[src/rtl/reg_wr_arb_if.sv]
// Bundles the requester-side write handshake, the register-file write port,
// the decode-stage hazard lookup and flush/busy.
// Modport master: driven by the requesters, decode and the pipeline controller.
// Modport slave: driven by the arbiter.
//   flush                 : synchronous discard of all pending writes
//   req_valid/ready       : per-requester handshake
//   req_addr/data/imm     : per-requester write payload (imm selects RIM)
//   write_en/imm, waddr, data_in : register file write port
//   raddrA/B, hazardA/B   : read addresses under decode and their hazard flags
//   busy                  : any write still pending
interface reg_wr_arb_if #(
    parameter int unsigned W = 8,
    parameter int unsigned D = 3,
    parameter int unsigned N = 3
);
    logic                   flush;
    logic [N-1:0]           req_valid;
    logic [N-1:0]           req_ready;
    logic [N-1:0][D-1:0]    req_addr;
    logic [N-1:0][W-1:0]    req_data;
    logic [N-1:0]           req_imm;
    logic                   write_en;
    logic                   write_imm;
    logic [D-1:0]           waddr;
    logic [W-1:0]           data_in;
    logic [D-1:0]           raddrA;
    logic [D-1:0]           raddrB;
    logic                   hazardA;
    logic                   hazardB;
    logic                   busy;

    modport master (
        output flush, req_valid, req_addr, req_data, req_imm, raddrA, raddrB,
        input  req_ready, write_en, write_imm, waddr, data_in, hazardA, hazardB, busy
    );

    modport slave (
        input  flush, req_valid, req_addr, req_data, req_imm, raddrA, raddrB,
        output req_ready, write_en, write_imm, waddr, data_in, hazardA, hazardB, busy
    );
endinterface

[src/rtl/reg_wr_arb.sv]
// Register-file write arbiter: one buffer entry per requester, round-robin
// grant of one entry per cycle into a registered write stage, plus
// combinational read-after-write hazard detection for the decode stage.
// Ports:
//   CLK    : clock, all state on rising edge
//   RESETn : asynchronous active-low reset
//   bus    : reg_wr_arb_if slave (handshakes, write port, hazards, busy, flush)
module reg_wr_arb #(
    parameter int unsigned W = 8,
    parameter int unsigned D = 3,
    parameter int unsigned N = 3
) (
    input  logic          CLK,
    input  logic          RESETn,
    reg_wr_arb_if.slave   bus
);

    localparam int unsigned PW = (N > 1) ? $clog2(N) : 1;

    // Per-requester buffer entries
    logic [N-1:0]           r_v;
    logic [N-1:0][D-1:0]    r_addr;
    logic [N-1:0][W-1:0]    r_data;
    logic [N-1:0]           r_imm;
    logic [PW-1:0]          r_ptr;

    // Registered write stage
    logic                   r_we;
    logic                   r_wimm;
    logic [D-1:0]           r_waddr;
    logic [W-1:0]           r_wdata;

    // Next-state values
    logic [N-1:0]           w_v_nxt;
    logic [N-1:0][D-1:0]    w_addr_nxt;
    logic [N-1:0][W-1:0]    w_data_nxt;
    logic [N-1:0]           w_imm_nxt;
    logic [PW-1:0]          w_ptr_nxt;
    logic                   w_we_nxt;
    logic                   w_wimm_nxt;
    logic [D-1:0]           w_waddr_nxt;
    logic [W-1:0]           w_wdata_nxt;

    logic                   w_gnt;
    logic [PW-1:0]          w_gidx;
    logic [N-1:0]           w_ready;
    logic [N-1:0]           w_hs;
    logic                   w_haz_a;
    logic                   w_haz_b;

    // Round-robin search starting at r_ptr; flush suppresses any grant
    always_comb begin : arb
        logic [PW-1:0] idx;
        w_gnt  = 1'b0;
        w_gidx = '0;
        idx    = '0;
        for (int unsigned k = 0; k < N; k++) begin
            idx = PW'((32'(r_ptr) + k) % N);
            if (!w_gnt && !bus.flush && r_v[idx]) begin
                w_gnt  = 1'b1;
                w_gidx = idx;
            end
        end
    end

    // Ready depends only on buffer state, grant and flush, never on req_valid
    always_comb begin
        w_ready = '0;
        for (int unsigned i = 0; i < N; i++) begin
            w_ready[i] = !bus.flush && (!r_v[i] || (w_gnt && (w_gidx == PW'(i))));
        end
    end

    assign w_hs = bus.req_valid & w_ready;

    // Next-state: buffer load/clear, pointer advance, write stage
    always_comb begin
        w_v_nxt     = r_v;
        w_addr_nxt  = r_addr;
        w_data_nxt  = r_data;
        w_imm_nxt   = r_imm;
        w_ptr_nxt   = r_ptr;
        w_we_nxt    = 1'b0;
        w_wimm_nxt  = 1'b0;
        w_waddr_nxt = r_waddr;
        w_wdata_nxt = r_wdata;

        if (bus.flush) begin
            w_v_nxt = '0;
        end else begin
            for (int unsigned i = 0; i < N; i++) begin
                // A reload on the granted port wins over the clear
                if (w_hs[i]) begin
                    w_v_nxt[i]    = 1'b1;
                    w_addr_nxt[i] = bus.req_addr[i];
                    w_data_nxt[i] = bus.req_data[i];
                    w_imm_nxt[i]  = bus.req_imm[i];
                end else if (w_gnt && (w_gidx == PW'(i))) begin
                    w_v_nxt[i] = 1'b0;
                end
            end
        end

        if (w_gnt) begin
            w_ptr_nxt   = (w_gidx == PW'(N - 1)) ? '0 : w_gidx + PW'(1);
            w_we_nxt    = 1'b1;
            w_wimm_nxt  = r_imm[w_gidx];
            w_waddr_nxt = r_imm[w_gidx] ? '0 : r_addr[w_gidx];
            w_wdata_nxt = r_data[w_gidx];
        end
    end

    // State register
    always_ff @(posedge CLK or negedge RESETn) begin
        if (!RESETn) begin
            r_v     <= '0;
            r_addr  <= '0;
            r_data  <= '0;
            r_imm   <= '0;
            r_ptr   <= '0;
            r_we    <= 1'b0;
            r_wimm  <= 1'b0;
            r_waddr <= '0;
            r_wdata <= '0;
        end else begin
            r_v     <= w_v_nxt;
            r_addr  <= w_addr_nxt;
            r_data  <= w_data_nxt;
            r_imm   <= w_imm_nxt;
            r_ptr   <= w_ptr_nxt;
            r_we    <= w_we_nxt;
            r_wimm  <= w_wimm_nxt;
            r_waddr <= w_waddr_nxt;
            r_wdata <= w_wdata_nxt;
        end
    end

    // Hazard: match against pending non-RIM buffers and the active write stage
    always_comb begin
        w_haz_a = r_we && !r_wimm && (r_waddr == bus.raddrA);
        w_haz_b = r_we && !r_wimm && (r_waddr == bus.raddrB);
        for (int unsigned i = 0; i < N; i++) begin
            if (r_v[i] && !r_imm[i] && (r_addr[i] == bus.raddrA)) w_haz_a = 1'b1;
            if (r_v[i] && !r_imm[i] && (r_addr[i] == bus.raddrB)) w_haz_b = 1'b1;
        end
    end

    assign bus.req_ready = w_ready;
    assign bus.write_en  = r_we;
    assign bus.write_imm = r_wimm;
    assign bus.waddr     = r_waddr;
    assign bus.data_in   = r_wdata;
    assign bus.hazardA   = w_haz_a;
    assign bus.hazardB   = w_haz_b;
    assign bus.busy      = (|r_v) | r_we;

endmodule

[src/flat_wrapper.sv]
// flat-port wrapper written by rule: the top's interface ports become plain ports
module reg_wr_arb_flat 
#(
    parameter int unsigned W = 8,
    parameter int unsigned D = 3,
    parameter int unsigned N = 3
)
  (CLK, RESETn, bus_flush, bus_req_valid, bus_req_addr, bus_req_data, bus_req_imm, bus_raddrA, bus_raddrB, bus_req_ready, bus_write_en, bus_write_imm, bus_waddr, bus_data_in, bus_hazardA, bus_hazardB, bus_busy);
  reg_wr_arb_if #(.W(W), .D(D), .N(N)) bus_i ();
  input  logic CLK;
  input  logic RESETn;
  input wire logic [$bits(bus_i.flush)-1:0] bus_flush;
  input wire logic [$bits(bus_i.req_valid)-1:0] bus_req_valid;
  input wire logic [$bits(bus_i.req_addr)-1:0] bus_req_addr;
  input wire logic [$bits(bus_i.req_data)-1:0] bus_req_data;
  input wire logic [$bits(bus_i.req_imm)-1:0] bus_req_imm;
  input wire logic [$bits(bus_i.raddrA)-1:0] bus_raddrA;
  input wire logic [$bits(bus_i.raddrB)-1:0] bus_raddrB;
  output wire logic [$bits(bus_i.req_ready)-1:0] bus_req_ready;
  output wire logic [$bits(bus_i.write_en)-1:0] bus_write_en;
  output wire logic [$bits(bus_i.write_imm)-1:0] bus_write_imm;
  output wire logic [$bits(bus_i.waddr)-1:0] bus_waddr;
  output wire logic [$bits(bus_i.data_in)-1:0] bus_data_in;
  output wire logic [$bits(bus_i.hazardA)-1:0] bus_hazardA;
  output wire logic [$bits(bus_i.hazardB)-1:0] bus_hazardB;
  output wire logic [$bits(bus_i.busy)-1:0] bus_busy;
  assign bus_i.flush = bus_flush;
  assign bus_i.req_valid = bus_req_valid;
  assign bus_i.req_addr = bus_req_addr;
  assign bus_i.req_data = bus_req_data;
  assign bus_i.req_imm = bus_req_imm;
  assign bus_i.raddrA = bus_raddrA;
  assign bus_i.raddrB = bus_raddrB;
  assign bus_req_ready = bus_i.req_ready;
  assign bus_write_en = bus_i.write_en;
  assign bus_write_imm = bus_i.write_imm;
  assign bus_waddr = bus_i.waddr;
  assign bus_data_in = bus_i.data_in;
  assign bus_hazardA = bus_i.hazardA;
  assign bus_hazardB = bus_i.hazardB;
  assign bus_busy = bus_i.busy;
  reg_wr_arb #(.W(W), .D(D), .N(N)) u_core (.CLK(CLK), .RESETn(RESETn), .bus(bus_i));
endmodule
[config.mk]
export PLATFORM = sky130hd
export DESIGN_NAME = reg_wr_arb_flat
export DESIGN_NICKNAME = d
export VERILOG_FILES = /design/src/rtl/reg_wr_arb_if.sv /design/src/rtl/reg_wr_arb.sv /design/src/flat_wrapper.sv
export SDC_FILE = /design/constraint.sdc
export NUM_CORES = 1
export LEC_CHECK = 0
export BUFFER_PORTS_ARGS = -buffer_cell sky130_fd_sc_hd__buf_2
export CORE_MARGIN = 4
export CORE_UTILIZATION = 31
export DETAILED_ROUTE_END_ITERATION = 7
export PLACE_DENSITY_LB_ADDON = 0.05
export SYNTH_ARGS = -nofsm -noshare
export SYNTH_HDL_FRONTEND = slang
export SYNTH_SLANG_ARGS = --single-unit
[constraint.sdc]
create_clock -name CLK -period 2.93 [get_ports CLK]
set_input_delay 0.293 -clock CLK [delete_from_list [all_inputs] [get_ports CLK]]
set_output_delay 0.293 -clock CLK [all_outputs]
set_load 0.05 [all_outputs]
==> qor.csv, run 1 <==
stage,metric,value,unit
placement,placedInstanceArea,3308,um^2
pwr,p_int,0.001801,W
timing,skew,5.082,ps
worst_setup_path,crit_arrival,2410,ps
timing,tns,0,ps
synth,syn-instance-count,248,
timing,hold_violations,0,
grt,grt-ovfl-total,0,
worst_setup_path,crit_path_start_kind,register,
worst_setup_path,critPathKind,register to output pin,
timing,period_needed,2701,ps
worst_setup_path,cpPeakStageDelay,390,ps
worst_setup_path,reg2reg_slack,390,ps
pwr,share_seq_of_total_power,0.372,
clocking,cts_tree,built,
layout,nets,364,
worst_setup_path,cp_max_fo,7,
layout,diodes,0,
floorplan,fp.dieH,104.0,um
synth,synth_area,2859,um^2
timing,slew_violations,0,
placement,io_buffers,66,
clocking,clk_latency,300,ps
clocking,cts_made_buffers,5,
placement,place_ws,403.6,ps
layout,drive_gt1_frac,0.3726,
clocking,cts_setup_buffers,0,
timing,worstMarginPinSlew,724.6,ps
drt,finalWirelength,7.471,mm
synth,synth-seq-cells,54,
clocking,clk_pin_slew_worst_paths,100,ps
floorplan,fp.dieW,104.0,um
timing,fmax,370.3,MHz
layout,fin_area,3398,um^2
floorplan,row_count,34,
drt,via_per_inst,4.936,
synth,syn-num-nets,299,
clocking,cts_resized,0,
clocking,cts.sinks,54,
placement,gp_congestion,0.7803,
drt,drt_iter0_drc,84,
grt,antenna_found_initial,0,
layout,areaGrowthSynthToFinish,18.86,%
worst_setup_path,ff2ff_path_depth,9,
grt,grt_use_total,0.1404,
timing,grt_setup_unrepaired,false,
pwr,switchingPower,0.001471,W
worst_setup_path,crit_path_top_delay_cell,dfrtp_1,
worst_setup_path,crit_chain,"inv_1, ha_1, nand3b_1, o21ai_1, o2bb2ai_2, o31ai_2, nor2b_1, buf_2",
synth,ys_types,45,
timing,setup_violations,0,
layout,layoutNonFillerInstCount,422,
grt,grt_pass1_wl,12.10,mm
grt,grt_max_degree,55,
floorplan,core,8848,um^2
drt,drt_pre_antenna_iters,4,
floorplan,start_util,0.3231,
job,cap_violations,0,
worst_setup_path,cp_num_buf_inv,2,
grt,grt_pass1_vias,2151,
worst_setup_path,worst_r2r_endpoint,u_core.r_data[4],
clocking,htreeDepth,2,
placement,placedCellCount,414,
layout,final_common_cell,buf_2,
layout,final_cell_mix,"buf_2 (66), dfrtp_1 (54), xnor2_1 (24), mux2_1 (15), nand2_1 (14)",
synth,syn_area_per_cell,11.53,um^2
pwr,combPwrFrac,0.496,
worst_setup_path,crit_family,compound AO/OA/AOI/OAI gates,
pwr,p_clk_frac,0.132,
pwr,peakVddDrop,0.4640,mV
worst_setup_path,end_kind,output pin,
timing,worst_slack,229.4,ps
synth,ys_warn_count,0,
drt,detail_route.wl_per_cell,17.70,um
pwr,p_per_area,962.9,nW/um^2
worst_setup_path,crit_required,2640,ps
drt,dr_total_vias,2083,
drt,drc,0,
drt,ant_nets,0,
status,outcome,completed,
floorplan,io_pins,67,
timing,hold_ws,97.46,ps
worst_setup_path,rr_startpoint,u_core.r_ptr[0],
synth,seq_area_frac_synth,0.4726,
placement,dp_hpwl,5.373,mm
clocking,cts_buffer_depth,2,
timing,timing.final.crit_share,0.9217,
clocking,cts-hold-fix-buffers,0,
pwr,power_leakage,1.510,nW
timing,max_slew_margin,0.5169,
floorplan,dieArea,10820,um^2
clocking,clock-root-buffer,clkbuf_8,
hold_path,hold_path.class,primary input to asynchronous set/reset pin,
pwr,switching_share,0.4496,
-- how the worst max path moves through the flow --
stage,start,to,slack (ps),cells past startpoint
finish,u_core.r_ptr[0],bus_req_ready[0],230,8
global route,u_core.r_ptr[0],bus_req_ready[0],30,8
CTS,u_core.r_ptr[0],bus_req_ready[0],200,8
detailed placement,u_core.r_ptr[0],u_core.r_data[6],400,9
global placement,u_core.r_ptr[0],u_core.r_data[22],410,9
floorplan,u_core.r_ptr[0],u_core.r_addr[3],210,9
-- flip-flops by register name (all words and copies together) (netlist names) --
register,flops
u_core.bus.data_in,8
u_core.bus.waddr,3
u_core.bus.write_en,1
u_core.bus.write_imm,1
u_core.r_addr,9
u_core.r_data,24
u_core.r_imm,3
u_core.r_ptr,2
u_core.r_v,3
-- power groups by stage --
stage               registers, W  clock network (W)  logic, W
floorplan                0.00148                  0  0.000941
global placement         0.00124                  0   0.00164
detailed placement       0.00123                  0   0.00164
CTS                      0.00122           0.000463   0.00164
global route             0.00125           0.000487   0.00176
finish                   0.00122           0.000433   0.00162
-- kinds of logic (layout without fill, tap and decap cells) --
logic type | count (synthesis) | count (layout) | share of synthesized area
mux | 39 | 39 | 0.1654
simple gates | 66 | 66 | 0.1208
compound gates | 40 | 40 | 0.1116
buf+inv | 22 | 88 | 0.04289
flops | 54 | 54 | 0.4726
fa+ha+maj | 3 | 3 | 0.01313
xor+xnor | 24 | 24 | 0.07352
-- cell usage after synthesis, drive strengths merged --
| cell | n | area, um^2 |
|---|---|---|
| a22oi | 8 | 65.06 |
| o21bai | 1 | 7.510 |
| nand3b | 3 | 26.27 |
| o31ai | 1 | 12.51 |
| a221oi | 3 | 26.28 |
| o2bb2ai | 1 | 15.01 |
| or2 | 1 | 6.260 |
| ha | 3 | 37.54 |
| clkbuf | 5 | 18.77 |
| nand2 | 14 | 52.55 |
| a22o | 1 | 8.760 |
| o32ai | 1 | 16.27 |
| a21bo | 1 | 10.01 |
| a21oi | 9 | 48.80 |
| nand4 | 11 | 68.82 |
| nor2b | 8 | 50.05 |
| and2 | 2 | 15.02 |
| nand2b | 3 | 18.77 |
| buf | 13 | 88.83 |
| mux2i | 3 | 30.03 |
| o21ai | 4 | 23.77 |
| a2bb2oi | 1 | 15.01 |
| nor2 | 12 | 45.04 |
| nand3 | 11 | 55.05 |
| or4 | 1 | 7.510 |
| dfrtp | 54 | 1351 |
| inv | 3 | 11.26 |
| a31oi | 4 | 25.02 |
| a211oi | 4 | 35.03 |
| clkinv | 1 | 3.750 |
| mux2 | 36 | 442.9 |
| a221o | 1 | 10.01 |
| xnor2 | 24 | 210.2 |
-- metrics by stage --
stage | power (W) | utilization
after CTS | 0.003324 | 0.3841
after global routing | 0.003497 | 0.3841
after floorplan | 0.002419 | -
final | 0.003272 | 0.3841
after detailed placement | 0.002869 | 0.3739
after global placement | 0.002873 | 0.3739
-- layout make-up --
cell class | count | area, um^2
inverters | 4 | 15.01
well taps | 108 | 135.1
multi-input cells | 172 | 1389
flip-flops and latches | 54 | 1351
repair buffers | 76 | 417.9
clock buffers | 5 | 68.82
fillers | 902 | 5450
clock inverters | 3 | 21.27
-- worst register-to-register path, cell delays in order (launching register included) --
cell       delay (ps)
dfrtp_1           390
inv_1              70
ha_1              390
nand3b_1          200
o21ai_1           140
o2bb2ai_2         160
o31ai_2           310
nand3b_2          250
buf_12            220
mux2_4            300
-- per-layer routing --
| layer | vias up | GRT usage | wire, um |
|---|---|---|---|
| met5 | - | 0 | 0 |
| met4 | 0 | 0.02849 | 36 |
| met3 | 2 | 0.03290 | 313 |
| met1 | 1021 | 0.2090 | 3792 |
| met2 | 52 | 0.2071 | 3328 |
| li1 | 1008 | - | - |
No activity file was read; power rests on OpenSTA's default activity.
==> run 2: changes to the inputs <==
REMOVE_ABC_BUFFERS = 1   (was default)
==> run 2 against run 1 <==
Net effect: critical path depth is the same; highest routed layer unchanged; sequential cell count stayed put; utilization rose by 0.099 points; largest cell class unchanged; final cell count did not move; critical path type unchanged; via count shrank 0.53%; wire length shrank 3.5%; non-clock buffer count stayed put; clock skew increased by 2.8 ps; maximum frequency is 0.33% lower; worst setup slack worse by 9.0 ps; combinational power decreased by 3%; register-to-register slack better by 50 ps.
==> qor.csv, run 2 (synthesis results as in run 1) <==
stage,metric,value,unit,change
clocking,clk_pin_slew_worst_paths,100,ps,about the same
drt,detail_route.wl_per_cell,17.08,um,-3.5%
layout,largest_reg_flops,24,,unchanged
timing,worstMarginPinSlew,715.1,ps,-9.531 ps
grt,antenna_found_initial,0,,unchanged
layout,diodes,0,,unchanged
drt,ant_nets,0,,unchanged
worst_setup_path,endpoint,bus_req_ready[0],,
grt,grt_pass1_vias,2192,,+1.9%
timing,hold_violations,0,,unchanged
grt,grt-ovfl-total,0,,unchanged
pwr,switchingPower,0.001445,W,-1.8%
timing,max_slew_margin,0.5233,,+0.006354
worst_setup_path,critPathLaunch,u_core.r_ptr[0],,
floorplan,row_count,34,,unchanged
pwr,p_per_area,972.5,nW/um^2,+1.0%
clocking,cts.sinks,54,,unchanged
grt,grt_pass1_wl,11.72,mm,-3.1%
worst_setup_path,rr_startpoint,u_core.r_ptr[0],,
floorplan,dieArea,10820,um^2,unchanged
placement,gp_congestion,0.8249,,+5.7%
drt,finalWirelength,7.208,mm,-3.5%
layout,final_common_cell,buf_2,,
worst_setup_path,critPathKind,register to output pin,,
floorplan,core,8848,um^2,unchanged
drt,drt_pre_antenna_iters,4,,unchanged
floorplan,fp.dieH,104.0,um,unchanged
drt,dr_total_vias,2072,,-0.53%
timing,skew,7.901,ps,+2.819 ps
worst_setup_path,reg2reg_slack,440,ps,+50 ps
pwr,share_seq_of_total_power,0.368,,-0.004
worst_setup_path,cp_max_fo,7,,unchanged
timing,setup_violations,0,,unchanged
drt,drt_iter0_drc,70,,-17%
timing,period_needed,2710,ps,+9.044 ps
pwr,power,0.003313,W,+1.3%
worst_setup_path,crit_path_start_kind,register,,
drt,drc,0,,unchanged
pwr,peakVddDrop,0.3092,mV,-33%
pwr,p_int,0.001869,W,+3.8%
pwr,switching_share,0.4360,,-0.01363
placement,dp_hpwl,5.467,mm,+1.7%
timing,timing.final.crit_share,0.9248,,+0.003087
drt,via_per_inst,4.910,,-0.53%
clocking,cts_made_buffers,5,,unchanged
clocking,htreeDepth,2,,unchanged
pwr,combPwrFrac,0.475,,-0.021
timing,slew_violations,0,,unchanged
clocking,cts_buffer_depth,2,,unchanged
timing,grt_setup_unrepaired,false,,
layout,layoutNonFillerInstCount,422,,unchanged
clocking,clk_latency,310,ps,about the same
floorplan,fp.dieW,104.0,um,unchanged
placement,io_buffers,66,,unchanged
grt,grt_max_degree,30,,-45%
clocking,cts-hold-fix-buffers,0,,unchanged
floorplan,start_util,0.3231,,unchanged
job,cap_violations,0,,unchanged
pwr,power_leakage,1.517,nW,+0.49%
layout,areaGrowthSynthToFinish,19.17,%,
grt,grt_use_total,0.1363,,-0.004060
clocking,clock-root-buffer,clkbuf_8,,
layout,nets,364,,unchanged
pwr,p_clk_frac,0.157,,+0.025
worst_setup_path,crit_arrival,2420,ps,about the same
worst_setup_path,worst_r2r_endpoint,u_core.r_data[10],,
worst_setup_path,end_kind,output pin,,
status,outcome,completed,,
layout,drive_gt1_frac,0.3726,,unchanged
timing,fmax,369.0,MHz,-0.33%
worst_setup_path,crit_required,2640,ps,about the same
layout,final_cell_mix,"buf_2 (66), dfrtp_1 (54), xnor2_1 (24), mux2_1 (15), nand2_1 (14)",,
worst_setup_path,ff2ff_path_depth,8,,-1
floorplan,io_pins,67,,unchanged
hold_path,hold_path.class,primary input to asynchronous set/reset pin,,
placement,placedCellCount,414,,unchanged
clocking,cts_tree,built,,
layout,largest-register,u_core.r_data,,
[run 2: how the worst min path moves through the flow]
stage,startpoint,to,slack (ps),cells past startpoint
after CTS,RESETn,u_core.r_v[0],50,1
after global routing,RESETn,u_core.r_addr[2],70,1
after floorplan,RESETn,u_core.bus.data_in[0],-3,0
after detailed placement,RESETn,u_core.r_v[0],400,1
final,RESETn,u_core.r_addr[2],30,1
after global placement,RESETn,u_core.r_v[0],400,1
[run 2: final cells by class]
class,instances,area [um^2]
clock buffers,5,68.82
clock inverters,3,43.79
fillers,913,5441
inverters,4,15.01
multi-input cells,172,1388
flip-flops and latches,54,1351
well taps,108,135.1
repair buffers,76,405.4
[run 2: power groups by stage]
stage | registers (W) | clock network (W) | logic (W)
after floorplan | 0.00148 | 0 | 0.000882
after global placement | 0.00124 | 0 | 0.00160
after detailed placement | 0.00124 | 0 | 0.00159
after CTS | 0.00122 | 0.000547 | 0.00159
after global routing | 0.00126 | 0.000572 | 0.00172
final | 0.00122 | 0.000520 | 0.00157
[run 2: worst max-delay path, cell delays in order (launching register included)]
cell       delay (ps)
dfrtp_1           390
inv_1              70
ha_1              390
nand3b_1          210
o21ai_1           140
o2bb2ai_2         160
o31ai_2           330
nor2b_1           160
buf_2             260
[run 2: metrics by stage]
step | instance area [um^2] | setup TNS [ps] | setup WS (ps) | hold slack, ps | utilization
6_report | 3407 | 0 | 220.3 | 26.46 | 0.3850
3_5_place_dp | 3292 | 0 | 462.1 | 401.4 | 0.3720
4_1_cts | 3405 | 0 | 169.9 | 51.57 | 0.3848
5_1_grt | 3407 | 0 | 13.94 | 71.02 | 0.3850
2_1_floorplan | 2751 | -1504 | -133.4 | -2.591 | -
3_3_place_gp | 3292 | 0 | 325.2 | 397.4 | 0.3720
[run 2: routing by layer]
metal | track usage | up-vias | wire, um
met5 | 0 | - | 0
li1 | - | 1013 | -
met1 | 0.1897 | 1012 | 3552
met3 | 0.03228 | 2 | 300
met4 | 0.03134 | 0 | 36
met2 | 0.2149 | 45 | 3318
[run 2: repair_timing]
| action | 4_1_cts | 5_1_grt |
|---|---|---|
| endpoints found under the setup margin | 0 | 1 |
| gates resized for setup | 0 | 1 |
| setup buffers | 0 | 0 |
==> run 3: changes to the inputs <==
CELL_PAD_IN_SITES_DETAIL_PLACEMENT = 1   (was default)
CELL_PAD_IN_SITES_GLOBAL_PLACEMENT = 1   (was default)
==> run 3 against run 2 <==
Net effect: sequential share of layout area is 0.087 points lower; count of clock-buffer cells in the layout is 1 higher; global-route usage is 0.47 points higher; first-iteration DRC count is 36% higher; non-clock buffer count is 1 higher; clock skew is 2.0 ps lower; cell area is 0.22% higher; sequential power hardly changed; critical path type unchanged; largest power group unchanged.
==> qor.csv, run 3 (synthesis results as in run 1) <==
stage,metric,value,unit,change
status,outcome,completed,,
job,cap_violations,0,,unchanged
floorplan,core,8848,um^2,unchanged
timing,hold_violations,0,,unchanged
layout,largest-register,u_core.r_data,,
grt,antenna_found_initial,0,,unchanged
pwr,p_per_area,954.1,nW/um^2,-1.9%
worst_setup_path,endpoint,bus_req_ready[0],,
worst_setup_path,rr_startpoint,u_core.r_ptr[0],,
floorplan,dieArea,10820,um^2,unchanged
timing,fmax,365.6,MHz,-0.94%
layout,areaGrowthSynthToFinish,19.43,%,
floorplan,io_pins,67,,unchanged
timing,grt_setup_unrepaired,false,,
layout,fin_area,3415,um^2,+0.22%
grt,grt_pass1_wl,12.16,mm,+3.7%
clocking,cts_made_buffers,5,,unchanged
clocking,cts.sinks,54,,unchanged
timing,max_slew_margin,0.7445,,+0.2213
worst_setup_path,reg2reg_slack,240,ps,-200 ps
grt,grt_use_total,0.1410,,+0.004679
pwr,power_leakage,1.517,nW,about the same
placement,placedCellCount,414,,unchanged
layout,layoutNonFillerInstCount,423,,+0.24%
clocking,cts_setup_buffers,0,,unchanged
layout,largest_reg_flops,24,,unchanged
pwr,peakVddDrop,0.3766,mV,+22%
timing,skew,5.890,ps,-2.012 ps
worst_setup_path,critPathKind,register to output pin,,
timing,timing.final.crit_share,0.9335,,+0.008734
clocking,clk_pin_slew_worst_paths,100,ps,about the same
worst_setup_path,worst_r2r_endpoint,u_core.r_data[21],,
floorplan,start_util,0.3231,,unchanged
drt,drc,0,,unchanged
drt,via_per_inst,4.979,,+1.4%
worst_setup_path,cpPeakStageDelay,400,ps,about the same
placement,placedInstanceArea,3304,um^2,+0.38%
worst_setup_path,cp_max_fo,7,,unchanged
timing,hold_ws,195.0,ps,+168.6 ps
placement,dp_hpwl,5.690,mm,+4.1%
drt,ant_nets,0,,unchanged
worst_setup_path,end_kind,output pin,,
clocking,clk_latency,300,ps,about the same
clocking,cts_tree,built,,
drt,drt_iter0_drc,95,,+36%
worst_setup_path,crit_path_top_delay_cell,ha_1,,
timing,period_needed,2735,ps,+25.59 ps
layout,drive_gt1_frac,0.3714,,-0.001183
worst_setup_path,crit_arrival,2440,ps,+20 ps
worst_setup_path,critPathLaunch,u_core.r_ptr[0],,
clocking,htreeDepth,2,,unchanged
timing,worstMarginPinSlew,382.8,ps,-332.2 ps
timing,setup_violations,0,,unchanged
floorplan,row_count,34,,unchanged
layout,diodes,0,,unchanged
clocking,clock-root-buffer,clkbuf_8,,
floorplan,fp.dieW,104.0,um,unchanged
layout,final_cell_mix,"buf_2 (65), dfrtp_1 (54), xnor2_1 (24), mux2_1 (15), nand2_1 (14)",,
worst_setup_path,crit_chain,"inv_1, ha_1, nand3b_1, o21ai_1, o2bb2ai_2, o31ai_2, nor2b_1, clkbuf_4",,
grt,grt-ovfl-total,0,,unchanged
drt,dr_total_vias,2106,,+1.6%
timing,slew_violations,0,,unchanged
floorplan,fp.dieH,104.0,um,unchanged
placement,gp_congestion,0.7897,,-4.3%
clocking,cts_buffer_depth,2,,unchanged
placement,io_buffers,66,,unchanged
grt,grt_max_degree,28,,-6.7%
worst_setup_path,ff2ff_path_depth,9,,+1
layout,final_common_cell,buf_2,,
hold_path,whs_path_depth,2,,
drt,finalWirelength,7.514,mm,+4.2%
worst_setup_path,crit_path_start_kind,register,,
layout,nets,365,,+0.27%
grt,grt_pass1_vias,2285,,+4.2%
drt,detail_route.wl_per_cell,17.76,um,+4.0%
worst_setup_path,crit_required,2640,ps,about the same
hold_path,hold_path.class,primary input to register,,
drt,drt_pre_antenna_iters,4,,unchanged
-- run 3: repair_timing --
action	CTS	global route
gates resized for setup	0	2
setup endpoints to repair	0	1
endpoints found under the hold margin	12	0
hold buffers	1	0
-- run 3: metrics by stage --
step / setup slack, ps / total power [W] / TNS (ps) / util
after global routing: 7.427 / 0.003505 / 0 / 0.3859
after detailed placement: 219.9 / 0.002862 / 0 / 0.3734
after global placement: 230.8 / 0.002852 / 0 / 0.3734
after floorplan: -133.4 / 0.002364 / -1504 / -
after CTS: 146.6 / 0.003309 / 0 / 0.3853
final: 194.7 / 0.003258 / 0 / 0.3859
-- run 3: worst min-delay path by stage --
stage,startpoint,endpoint
finish,bus_req_data[11],u_core.r_data[11]
global route,bus_req_addr[3],u_core.r_addr[3]
CTS,bus_req_data[11],u_core.r_data[11]
detailed placement,RESETn,u_core.r_data[17]
global placement,RESETn,u_core.r_data[9]
floorplan,RESETn,u_core.bus.data_in[0]
-- run 3: layer usage --
layer | routed length, um | part of all wire | track usage
met3 | 325 | 0.043 | 0.03104
met4 | 65 | 0.0087 | 0.03134
met1 | 3588 | 0.48 | 0.1923
met2 | 3535 | 0.47 | 0.2293
met5 | 0 | 0 | 0
-- run 3: area by class of cell --
cell class	instances	area, um^2
Inverter	4	15.01
Clock buffer	6	82.58
Timing Repair Buffer	77	430.4
Multi-Input combinational cell	172	1388
Fill cell	1003	5434
Tap cell	108	135.1
Sequential cell	54	1351
Clock inverter	2	12.51
-- run 3: critical path: cells and delay by family, from the launching register on --
family          cells  cell delay [ps]
compound gates      3              640
simple gates        2              410
fa+ha+maj           1              400
flops               1              390
buf+inv             2              320
-- run 3: power breakdown --
group          total (W)  internal (W)  switching, W  leakage, nW
logic            0.00161      0.000630      0.000976        0.830
clock network   0.000430      0.000190      0.000240       0.0472
registers        0.00122       0.00100      0.000220        0.640
